File: config.mk
export PLATFORM = sky130hd
export DESIGN_NAME = branch_sequencer_flat
export DESIGN_NICKNAME = d
export VERILOG_FILES = /design/src/rtl/branch_sequencer_pkg.sv /design/src/rtl/branch_sequencer_if.sv /design/src/rtl/branch_sequencer.sv /design/src/flat_wrapper.sv
export SDC_FILE = /design/constraint.sdc
export NUM_CORES = 1
export LEC_CHECK = 0
export ABC_CLOCK_PERIOD_IN_PS = 1200
export CORE_MARGIN = 1.5
export CORE_UTILIZATION = 40
export CTS_CLUSTER_SIZE = 30
export DETAILED_ROUTE_END_ITERATION = 12
export PLACE_DENSITY = 0.71
export SLEW_MARGIN = 0
export SYNTH_ARGS = -nofsm -noshare
export SYNTH_HDL_FRONTEND = slang
export SYNTH_SLANG_ARGS = --single-unit
File: constraint.sdc
create_clock -name clk -period 1.2 [get_ports clk]
set_input_delay 0.24 -clock clk [delete_from_list [all_inputs] [get_ports clk]]
set_output_delay 0.24 -clock clk [all_outputs]
set_load 0.005 [all_outputs]
File: src/rtl/branch_sequencer_pkg.sv
// Shared definitions for the branch sequencer: default widths, FSM state
// encoding and the condition codes carried in br_sel / OC_fl.
package branch_sequencer_pkg;

  localparam int unsigned DEF_DATA_W = 8;
  localparam int unsigned DEF_ADDR_W = 2 * DEF_DATA_W;

  typedef enum logic [2:0] {
    S_IDLE     = 3'd0,
    S_EVAL     = 3'd1,
    S_FETCH_LO = 3'd2,
    S_FETCH_HI = 3'd3,
    S_LOAD     = 3'd4,
    S_SKIP     = 3'd5
  } state_t;

  localparam logic [2:0] CC_Z  = 3'd0;
  localparam logic [2:0] CC_NZ = 3'd1;
  localparam logic [2:0] CC_C  = 3'd2;
  localparam logic [2:0] CC_NC = 3'd3;
  localparam logic [2:0] CC_P  = 3'd4;
  localparam logic [2:0] CC_N  = 3'd5;
  localparam logic [2:0] CC_PO = 3'd6;
  localparam logic [2:0] CC_PE = 3'd7;

endpackage

File: src/rtl/branch_sequencer_if.sv
// Bundle of all non-clock/reset signals of the branch sequencer.
//   master : the sequencer (drives OC_fl, op_req, pc_load/pc_target/pc_skip,
//            busy, done; receives decoder strobe, FL and operand bytes)
//   slave  : the surroundings (decoder, flag register, fetch unit, PC)
interface branch_sequencer_if
  import branch_sequencer_pkg::*;
#(
  parameter int unsigned DATA_W = DEF_DATA_W,
  parameter int unsigned ADDR_W = DEF_ADDR_W
);

  logic              br_start;
  logic              br_cond;
  logic [2:0]        br_sel;
  logic [2:0]        OC_fl;
  logic              FL;
  logic              op_req;
  logic              op_valid;
  logic [DATA_W-1:0] op_data;
  logic              pc_load;
  logic [ADDR_W-1:0] pc_target;
  logic              pc_skip;
  logic              busy;
  logic              done;

  modport master (
    input  br_start, br_cond, br_sel, FL, op_valid, op_data,
    output OC_fl, op_req, pc_load, pc_target, pc_skip, busy, done
  );

  modport slave (
    output br_start, br_cond, br_sel, FL, op_valid, op_data,
    input  OC_fl, op_req, pc_load, pc_target, pc_skip, busy, done
  );

endinterface

File: src/rtl/branch_sequencer.sv
// Branch sequencer: reader side of the flag register. On a decoded jump it
// selects the condition (OC_fl), evaluates the returned FL bit, fetches a
// two-byte target for taken jumps and emits a one-cycle PC load or PC skip.
// Ports:
//   clk   : system clock, rising edge
//   rst_n : synchronous active-low reset
//   bus   : branch_sequencer_if.master (decoder strobe, flag select/return,
//           operand stream handshake, PC load/skip, busy/done)
module branch_sequencer
  import branch_sequencer_pkg::*;
#(
  parameter int unsigned DATA_W = DEF_DATA_W,
  parameter int unsigned ADDR_W = DEF_ADDR_W
) (
  input  logic                clk,
  input  logic                rst_n,
  branch_sequencer_if.master  bus
);

  state_t            r_state;
  state_t            w_next;
  logic              w_op_req;
  logic              w_taken;

  logic [2:0]        r_oc_fl;
  logic              r_is_cond;
  logic [DATA_W-1:0] r_lo;
  logic [ADDR_W-1:0] r_pc_target;
  logic              r_pc_load;
  logic              r_pc_skip;
  logic              r_busy;
  logic              r_done;

  always_comb begin
    w_next   = r_state;
    w_op_req = 1'b0;
    w_taken  = ~r_is_cond | bus.FL;
    case (r_state)
      S_IDLE:     if (bus.br_start) w_next = S_EVAL;
      S_EVAL:     w_next = w_taken ? S_FETCH_LO : S_SKIP;
      S_FETCH_LO: begin
        w_op_req = 1'b1;
        if (bus.op_valid) w_next = S_FETCH_HI;
      end
      S_FETCH_HI: begin
        w_op_req = 1'b1;
        if (bus.op_valid) w_next = S_LOAD;
      end
      S_LOAD:     w_next = S_IDLE;
      S_SKIP:     w_next = S_IDLE;
      default:    w_next = S_IDLE;
    endcase
  end

  // Outputs are decoded from the next state so they are registered yet
  // coincide with the state they describe.
  // The high byte goes straight into the target register together with the
  // held low byte, so the target updates exactly on entry to LOAD and stays
  // untouched across not-taken jumps.
  always_ff @(posedge clk) begin
    if (!rst_n) begin
      r_state     <= S_IDLE;
      r_oc_fl     <= '0;
      r_is_cond   <= 1'b0;
      r_lo        <= '0;
      r_pc_target <= '0;
      r_pc_load   <= 1'b0;
      r_pc_skip   <= 1'b0;
      r_busy      <= 1'b0;
      r_done      <= 1'b0;
    end else begin
      r_state   <= w_next;
      r_busy    <= (w_next != S_IDLE);
      r_pc_load <= (w_next == S_LOAD);
      r_pc_skip <= (w_next == S_SKIP);
      r_done    <= (w_next == S_LOAD) || (w_next == S_SKIP);
      if (r_state == S_IDLE && bus.br_start) begin
        r_oc_fl   <= bus.br_sel;
        r_is_cond <= bus.br_cond;
      end
      if (r_state == S_FETCH_LO && bus.op_valid)
        r_lo <= bus.op_data;
      if (r_state == S_FETCH_HI && bus.op_valid)
        r_pc_target <= {bus.op_data, r_lo};
    end
  end

  assign bus.OC_fl     = r_oc_fl;
  assign bus.op_req    = w_op_req;
  assign bus.pc_load   = r_pc_load;
  assign bus.pc_target = r_pc_target;
  assign bus.pc_skip   = r_pc_skip;
  assign bus.busy      = r_busy;
  assign bus.done      = r_done;

endmodule

File: src/flat_wrapper.sv
// flat-port wrapper written by rule: the top's interface ports become plain ports
module branch_sequencer_flat import branch_sequencer_pkg::*;
#(
  parameter int unsigned DATA_W = DEF_DATA_W,
  parameter int unsigned ADDR_W = DEF_ADDR_W
)
  (clk, rst_n, bus_br_start, bus_br_cond, bus_br_sel, bus_FL, bus_op_valid, bus_op_data, bus_OC_fl, bus_op_req, bus_pc_load, bus_pc_target, bus_pc_skip, bus_busy, bus_done);
  branch_sequencer_if #(.DATA_W(DATA_W), .ADDR_W(ADDR_W)) bus_i ();
  input  logic clk;
  input  logic rst_n;
  input wire logic [$bits(bus_i.br_start)-1:0] bus_br_start;
  input wire logic [$bits(bus_i.br_cond)-1:0] bus_br_cond;
  input wire logic [$bits(bus_i.br_sel)-1:0] bus_br_sel;
  input wire logic [$bits(bus_i.FL)-1:0] bus_FL;
  input wire logic [$bits(bus_i.op_valid)-1:0] bus_op_valid;
  input wire logic [$bits(bus_i.op_data)-1:0] bus_op_data;
  output wire logic [$bits(bus_i.OC_fl)-1:0] bus_OC_fl;
  output wire logic [$bits(bus_i.op_req)-1:0] bus_op_req;
  output wire logic [$bits(bus_i.pc_load)-1:0] bus_pc_load;
  output wire logic [$bits(bus_i.pc_target)-1:0] bus_pc_target;
  output wire logic [$bits(bus_i.pc_skip)-1:0] bus_pc_skip;
  output wire logic [$bits(bus_i.busy)-1:0] bus_busy;
  output wire logic [$bits(bus_i.done)-1:0] bus_done;
  assign bus_i.br_start = bus_br_start;
  assign bus_i.br_cond = bus_br_cond;
  assign bus_i.br_sel = bus_br_sel;
  assign bus_i.FL = bus_FL;
  assign bus_i.op_valid = bus_op_valid;
  assign bus_i.op_data = bus_op_data;
  assign bus_OC_fl = bus_i.OC_fl;
  assign bus_op_req = bus_i.op_req;
  assign bus_pc_load = bus_i.pc_load;
  assign bus_pc_target = bus_i.pc_target;
  assign bus_pc_skip = bus_i.pc_skip;
  assign bus_busy = bus_i.busy;
  assign bus_done = bus_i.done;
  branch_sequencer #(.DATA_W(DATA_W), .ADDR_W(ADDR_W)) u_core (.clk(clk), .rst_n(rst_n), .bus(bus_i));
endmodule
==> impl_metrics.json <==
{
  "ys.flop_type": "dfxtp_1",
  "stdcell_count": 237,
  "cts_tree": "built",
  "wirelength_met1_um": 1330,
  "peakVddDrop_mv": 0.910,
  "vias": 1143,
  "cts-root-buf": "clkbuf_4",
  "holdPathStages": 3,
  "dpl_cell_area_um2": 1820,
  "grt_pass1_wl_um": 4470,
  "cp_cell_sequence": "buf_6 -> nor4b_4 -> buf_4 -> mux2i_1 -> nor2b_1",
  "r2r_slack_ps": -130,
  "power_w": 0.00258,
  "min_path_type": "in2reg",
  "yosysWarnings": 0,
  "setup_violations": 6,
  "max_slew_margin_pct": 83.2,
  "violations": "negative setup slack",
  "finalInstanceArea_um2": 2100,
  "worst_r2r_path_depth": 5,
  "cts_buffers": 5,
  "wl_per_cell_um": 13.5,
  "dp_cells": 219,
  "synth_top_cell_by_area": "dfxtp_1",
  "synth_cell_type_count": 25,
  "clkSinkCount": 35,
  "synth.top_cell.area_share_pct": 55.0,
  "final_nets": 209,
  "place_congestion": 0.807,
  "skew_ps": 12.3,
  "grt_util_all_layers_pct": 17.5,
  "wl_met3_um": 187,
  "required_ps": 1420,
  "crit_path_end_kind": "flop",
  "die_w_um": 59.5,
  "top_layer": "met4",
  "cts_buffer_depth": 2,
  "timing.final.ws_setup_ps": -129,
  "async_flop_share_pct": 0,
  "grt_pass1_vias": 1057,
  "period_share_pct": 111,
  "utilization_pct": 69.3,
  "cp_max_fo": 4,
  "antennaDiodeCount": 0,
  "antenna_found_initial": 0,
  "timing.fmax_mhz": 752,
  "synth_seq_cells": 35,
  "finalCriticalPeriod_ps": 1330,
  "rsz0062_at_grt": "true",
  "clk_pin_slew_worst_paths_ps": 110,
  "dr.pass1.iters": 4,
  "synth_area_per_cell_um2": 9.81,
  "syn_inst": 130,
  "antenna_left": 0,
  "total_leakage_power_nw": 0.841,
  "met2_length_um": 1580,
  "yosysSeqAreaShare_pct": 55.0,
  "syn_area_um2": 1270,
  "slew_violations": 0,
  "ios": 41,
  "finalHoldViolCount": 0,
  "tightest_slew_ps": 251,
  "coreArea_um2": 3030,
  "drt_iter0_markers": 28,
  "die_h_um": 59.5,
  "status": "finished with violations",
  "syn-num-nets": 147,
  "synth_area_leaders": "dfxtp_1 55%, mux2i_1 9.4%, nand3_1 6.3%",
  "maxCapViolCount": 0,
  "synth_commonest_cells": "35 x dfxtp_1, 16 x nand2_1, 16 x nand3_1, 16 x o21ai_0, 12 x mux2i_1",
  "htree_levels": 2,
  "post_route_cells_drive_above_1_share_pct": 36.8,
  "cellPowerDensity_nw_per_um2": 1230,
  "wl_um": 3200,
  "cts_hold_buf": 0,
  "drc_errors": 0,
  "area_growth_pct": 64.7,
  "arrival_ps": 1550,
  "start_util_pct": 42.1,
  "dp_hpwl_um": 1900,
  "viasPerCell": 4.82,
  "grt_max_degree": 33,
  "synth-edff-count": 0,
  "startpoint_type": "flop",
  "cpPeakStageDelay_ps": 340,
  "grt-ovfl-total": 0,
  "clock_latency_ps": 340,
  "synth.most_common_cell": "dfxtp_1",
  "io_buffers": 40,
  "critPathKind": "reg2reg",
  "std_cell_rows": 20,
  "die_area_um2": 3530,
  "fin_hold_ws_ps": 453,
  "crit_slowest_cell": "dfxtp_2"
}
-- where the power goes --
part	internal [W]	switching, W	leakage [nW]
logic	0.000252	0.000195	0.499
registers	0.00122	0.0000314	0.294
clock network	0.000492	0.000393	0.0482
-- flip-flops by register name, summed over array words and instances (netlist names) --
register / flops
u_core.r_state: 3
u_core.bus.busy: 1
u_core.bus.OC_fl: 3
u_core.bus.pc_load: 1
u_core.bus.pc_target: 16
u_core.bus.pc_skip: 1
u_core.r_lo: 8
u_core.r_is_cond: 1
u_core.bus.done: 1
-- layout make-up --
cell class,count,area [µm²]
Clock buffer,6,51.3
Clock inverter,2,35.0
Fill cell,232,928
Multi-Input combinational cell,86,589
Sequential cell,35,727
Tap cell,44,55.1
Timing Repair Buffer,64,642
-- layer usage --
metal  global-route usage, %  up-vias
met2                    29.4       37
met1                    18.7      524
li1                        -      572
met3                    6.11       10
met5                       0        -
met4                    10.7        0
-- stage by stage --
stage / setup slack (ps) / setup TNS (ps)
3_3_place_gp: -224 / -6590
4_1_cts: -62.2 / -220
6_report: -129 / -276
2_1_floorplan: 23.9 / 0
3_5_place_dp: -264 / -7190
5_1_grt: -222 / -821
-- logic make-up (layout without fill, tap and decap cells) --
| group | count (synthesis) | after routing | synth area share (%) |
|---|---|---|---|
| compound gates | 23 | 23 | 9.52 |
| xor+xnor | 1 | 1 | 0.687 |
| buf+inv | 9 | 72 | 3.93 |
| flops | 35 | 35 | 55.0 |
| mux | 12 | 12 | 9.42 |
| simple gates | 50 | 50 | 21.5 |
-- cell usage in the layout (no fill, tap or decap), drive strengths merged --
cell / netlist / layout
clkinv: 0 / 1
clkdlybuf4s15: 0 / 14
clkbuf: 2 / 9
o21a: 1 / 1
or2: 1 / 1
nor4b: 1 / 1
bufinv: 0 / 1
clkdlybuf4s50: 0 / 16
nand3: 16 / 16
nand3b: 1 / 1
nand2: 17 / 17
nor2b: 4 / 4
nand2b: 2 / 2
nand4b: 1 / 1
mux2i: 12 / 12
o21ai: 16 / 16
nor3: 2 / 2
dlygate4sd2: 0 / 8
a21oi: 5 / 5
nor2: 4 / 4
buf: 7 / 23
a311oi: 1 / 1
xnor2: 1 / 1
dfxtp: 35 / 35
and2b: 1 / 1
-- worst max-delay path: cells and delay by family, from the launching register on --
family,cells,cell delay (ps)
multiplexers,1,230
AND/OR/NAND/NOR,2,340
flip-flops,1,340
buffers and inverters,2,300
-- final timing paths --
path	from	endpoint
worst max-delay path	u_core.r_state[2]	u_core.bus.OC_fl[2]
worst min-delay path	bus_op_data[5]	u_core.bus.pc_target[13]
worst min register to register	u_core.bus.pc_target[11]	u_core.bus.pc_target[11]
worst max register to register	u_core.r_state[2]	u_core.bus.OC_fl[2]
-- repair_timing --
item / 4_1_cts / 5_1_grt
gates cloned: 0 / 3
setup buffers: 2 / 5
setup endpoints to repair: 37 / 39
pin swaps: 1 / 2
gates resized for setup: 48 / 46
Note: power is estimated with default switching activity, not from simulation.
==> edit 1, RTL diff (same settings) <==
Reset style: asynchronous (`rst_n`), changed in one clocked block. Comments in the files are not updated.
--- a/src/rtl/branch_sequencer.sv
+++ b/src/rtl/branch_sequencer.sv
@@ -58,5 +58,5 @@
   // held low byte, so the target updates exactly on entry to LOAD and stays
   // untouched across not-taken jumps.
-  always_ff @(posedge clk) begin
+  always_ff @(posedge clk or negedge rst_n) begin
     if (!rst_n) begin
       r_state     <= S_IDLE;
Behaviour: differs if rst_n is asserted again (counterexample within 4 cycles, from zero or initial values and one cycle with rst_n low); with rst_n held inactive, the same outputs for 10 cycles.
==> edit 1 against the original RTL <==
- the run still ends with negative setup slack left
- sequential share of layout area up 6.9 points
- cell count down 16%
- design area up 0.60%
- sequential cell count unchanged
- routed wire length down 11%
- worst setup slack worse by 190 ps
- area after synthesis up 8.4%
- critical path type unchanged
- critical endpoint is now u_core.bus.OC_fl[2]
- highest routed layer unchanged
Power is not compared: it rests on default switching activity, and its combinational part moved more than twofold at a synthesized area within 25%.
==> edit 1: results (changes against the original RTL) <==
WP data arrival 1750 ps (was 1550 ps); synth unique cells 19 (was 25); setup_tns -8009 ps (was -275.9 ps); max incr delay on CP 460 ps (was 340 ps); Critical Path Fanout Max 5 (was 4); detailed placement HPWL 1789 µm (was 1902 µm); Placer Congestion 0.6960 (was 0.8070); Post-DP Area 1943 µm² (was 1823 µm²); Hold/Removal Path Class in -> async (was in -> reg); ys flop type dfrtp_1 (was dfxtp_1); compound-gate portion of the synthesized area 0.007240 (was 0.09519); DR vias/cell 4.563 (was 4.823); violated checks negative setup slack (unchanged); DRT iter0 DRCs 19 (was 28); Area Growth Syn to Fin 52.76% (was 64.67%); FILL cells 265 (was 232); GR Util met3 0.07039 (was 0.06114); ys async rst share 1.000 (was 0); Post-CTS Setup Bufs 8 (was 2); Met3 Wirelength 164 µm (was 187 µm); slowest stage cell on the critical path dfrtp_2 (was dfxtp_2); CTS buffer count 5 (unchanged); nets@finish 169 (was 209); Worst Setup SP u_core.r_state[2] (unchanged); share of layout cells above drive strength 1 0.6078 (was 0.3679); Clk pin slew, worst setup/hold paths 130 ps (was 110 ps); XOR/XNOR Fraction of Synth Area 0.006335 (was 0.006869); post-synthesis mux area share 0.2471 (was 0.09421); met2 usage in global routing 0.2752 (was 0.2936); register area share after synthesis 0.6335 (was 0.5496); Slew Limit Headroom 0.7659 (was 0.8320); vias in the first global route 953 (was 1,057); setup violators final 33 (was 6); met2 routed wirelength 1437 µm (was 1577 µm); worst setup path end u_core.bus.OC_fl[2] (unchanged); post-cts resize count 81 (was 48); largest net degree at the start of global routing 36 (was 33); Detailed Route WL 2845 µm (was 3196 µm); Synth top cells by count dfrtp_1 (35), mux2_2 (21), mux2_4 (7) (was dfxtp_1 (35), nand2_1 (16), nand3_1 (16), o21ai_0 (16), mux2i_1 (12)); worst setup margin -323.3 ps (was -129.4 ps); Tot GR Track Use 0.1737 (was 0.1752); via count of the routed design 908 (was 1,143); Fin Hold WS 227.9 ps (was 453.5 ps); ranking of synthesized cells by area dfrtp_1 (63%), mux2_2 (17%), mux2_4 (7.6%), nor4b_4 (1.7%), nand2_1 (1.4%) (was dfxtp_1 (55%), mux2i_1 (9.4%), nand3_1 (6.3%), o21ai_0 (6.3%), nand2_1 (4.7%)); WL met1 1185 µm (was 1334 µm); Placed Cells 177 (was 219); Overall Power between 5 and 6 mW; run status finished, violations left (unchanged); Avg Cell Area, Syn 16.27 µm² (was 9.807 µm²)
edit 1: changes by cell type in the layout (fill, tap and decap cells not counted), sizes merged, moves of 8 or more:
cell and change:
dfxtp -35, dfrtp +35, clkbuf +14, mux2 +28, nand2 -12, o21ai -16
mux2i -12, clkdlybuf4s15 -13, dlygate4sd2 -8, nand3 -15
edit 1: cell families after synthesis:
family | count (synthesis)
compound gates | 2
mux | 28
xor+xnor | 1
buf+inv | 5
simple gates | 14
flops | 35
edit 1: layout make-up:
| class | count | area share |
|---|---|---|
| multi-input cells | 45 | 0.2541 |
| well taps | 46 | 0.02725 |
| inverters | 2 | 0.003554 |
| clock buffers | 5 | 0.01777 |
| repair buffers | 63 | 0.2613 |
| clock inverters | 3 | 0.02073 |
| flip-flops and latches | 35 | 0.4153 |
edit 1: critical path: cells and delay by family, from the launching register on:
kind | cells | cell delay (ps)
buffers and inverters | 3 | 410
muxes | 1 | 300
DFF | 1 | 460
and+or+nand+nor | 1 | 220
==> edit 2, RTL diff (config.mk and constraints unchanged) <==
Without the edit above. Change the package constant `DEF_DATA_W` from 8 to 12.
--- a/src/rtl/branch_sequencer_pkg.sv
+++ b/src/rtl/branch_sequencer_pkg.sv
@@ -3,5 +3,5 @@
 package branch_sequencer_pkg;
 
-  localparam int unsigned DEF_DATA_W = 8;
+  localparam int unsigned DEF_DATA_W = 12;
   localparam int unsigned DEF_ADDR_W = 2 * DEF_DATA_W;
 
Interface: changed (resized bus_op_data and bus_pc_target); port bits go from 41 to 53. The function was not compared with the original's and may differ.
==> edit 2 against the original RTL <==
- worst hold slack got worse by 150 ps
- the run still ends with negative setup slack left
- global-route usage decreased by 1.4 points
- sequential cell count increased by 12
- largest cell class unchanged
- sequential share of layout area increased by 5.1 points
- worst setup slack improved by 110 ps
- sequential power increased by 34%
- routed wire length increased by 16%
- critical path depth unchanged
- via count increased by 26%
- area after synthesis increased by 33%
- design area increased by 16%
- critical path type unchanged
- total power increased by 20%
==> edit 2: results (changes against the original RTL) <==
post-synthesis cell count 189 (was 130); multi-input combinational area share 0.2723 (was 0.2807); share of layout cells above drive strength 1 0.2072 (was 0.3679); run status finished, violations left (unchanged); violated checks negative setup slack (unchanged); largest net degree at the start of global routing 31 (was 33); Multi-In Gates 126 (was 86); register area share after synthesis 0.5554 (was 0.5496); Lkg Pwr 1.045 nW (was 0.8411 nW); FILL cells 393 (was 232); DRT iter0 DRCs 73 (was 28); post-synthesis mux area share 0.02363 (was 0.09421); Critical Path Fanout Max 5 (was 4); number of flip-flops in the largest register 24 (was 16); Logic power comb 435 µW (was 447 µW); Worst-Skew Late Latency 290 ps (was 340 ps); Yosys reg bits 47 (was 35); compound-gate portion of the synthesized area 0.1307 (was 0.09519); Tightest Pin Transition 251.2 ps (about the same); WP data arrival 1410 ps (was 1550 ps); Placer Congestion 0.7472 (was 0.8070); CTS root buffer clkbuf_8 (was clkbuf_4); worst setup margin -21.25 ps (was -129.4 ps); Placed Cells 287 (was 219); Pwr Density 1264 nW/µm² (was 1230 nW/µm²); via count of the routed design 1,445 (was 1,143); clock buffer depth 2 (unchanged); Post-DP Area 2300 µm² (was 1823 µm²); setup_tns -38.35 ps (was -275.9 ps); power in sequential cells 1.67 mW (was 1.25 mW); sequential share of cell area 0.3971 (was 0.3462); ranking of synthesized cells by area dfxtp_1 (56%), nand3_1 (11%), o21ai_0 (11%), nand2_1 (5.5%), mux2i_1 (2.4%) (was dfxtp_1 (55%), mux2i_1 (9.4%), nand3_1 (6.3%), o21ai_0 (6.3%), nand2_1 (4.7%)); Clk pin slew, worst setup/hold paths 80 ps (was 110 ps); Detailed Route WL 3721 µm (was 3196 µm); Syn Nets 210 (was 147); Port Buffers 52 (was 40); XOR/XNOR Fraction of Synth Area 0.005170 (was 0.006869); vias in the first global route 1,253 (was 1,057); first-pass GRT wire length 5609 µm (was 4471 µm); Avg Cell Area, Syn 8.964 µm² (was 9.807 µm²); setup violators final 4 (was 6); Non-clock buffers, area share 0.2646 (was 0.3057); Peak VDD IR 0.6270 mV (was 0.9104 mV); antenna violations before repair 0 (unchanged); utilization after layout 0.6068 (was 0.6934); Buffers excl. clock 70 (was 64); detailed placement HPWL 2496 µm (was 1902 µm); Final Cycle Share 1.018 (was 1.108); Yosys top cell area share 0.5554 (was 0.5496); Synth top cells by count dfxtp_1 (47), nand3_1 (36), o21ai_0 (36) (was dfxtp_1 (35), nand2_1 (16), nand3_1 (16), o21ai_0 (16), mux2i_1 (12)); nets@finish 271 (was 209); Clock-cell share 0.04043 (was 0.04112); synth unique cells 24 (was 25); H-Tree Depth 2 (unchanged); Sw Share 0.2444 (was 0.2398)
edit 2: cell types whose count changed after synthesis, sizes merged:
cell,change
nand3,+20
o21ai,+20
dfxtp,+12
mux2i,-8
nand2,+8
clkbuf,+4
buf,+3
and2b,-1
nand4bb,+1
nor2b,+1
nor3,-1
edit 2: worst paths after layout:
path | end | depth (start not counted) | startpoint | slack (ps)
min reg2reg | u_core.bus.pc_target[1] | 2 | u_core.r_lo[1] | 460
min | u_core.bus.OC_fl[1] | 2 | rst_n | 310
max reg2reg | u_core.bus.OC_fl[1] | 5 | u_core.r_state[1] | -20
max | u_core.bus.OC_fl[1] | 5 | u_core.r_state[1] | -20
edit 2: routing by layer:
metal	wire, µm	global-route usage
met3	189	0.03618
met1	1901	0.2335
met5	0	0
met2	1564	0.2306
met4	65	0.06750
edit 2: timing repair:
action,4_1_cts,5_1_grt
pin swaps,0,1
setup buffers,3,1
hold buffers,0,0
cloned,0,2
endpoints found under the setup margin,39,35
gates resized for setup,57,8
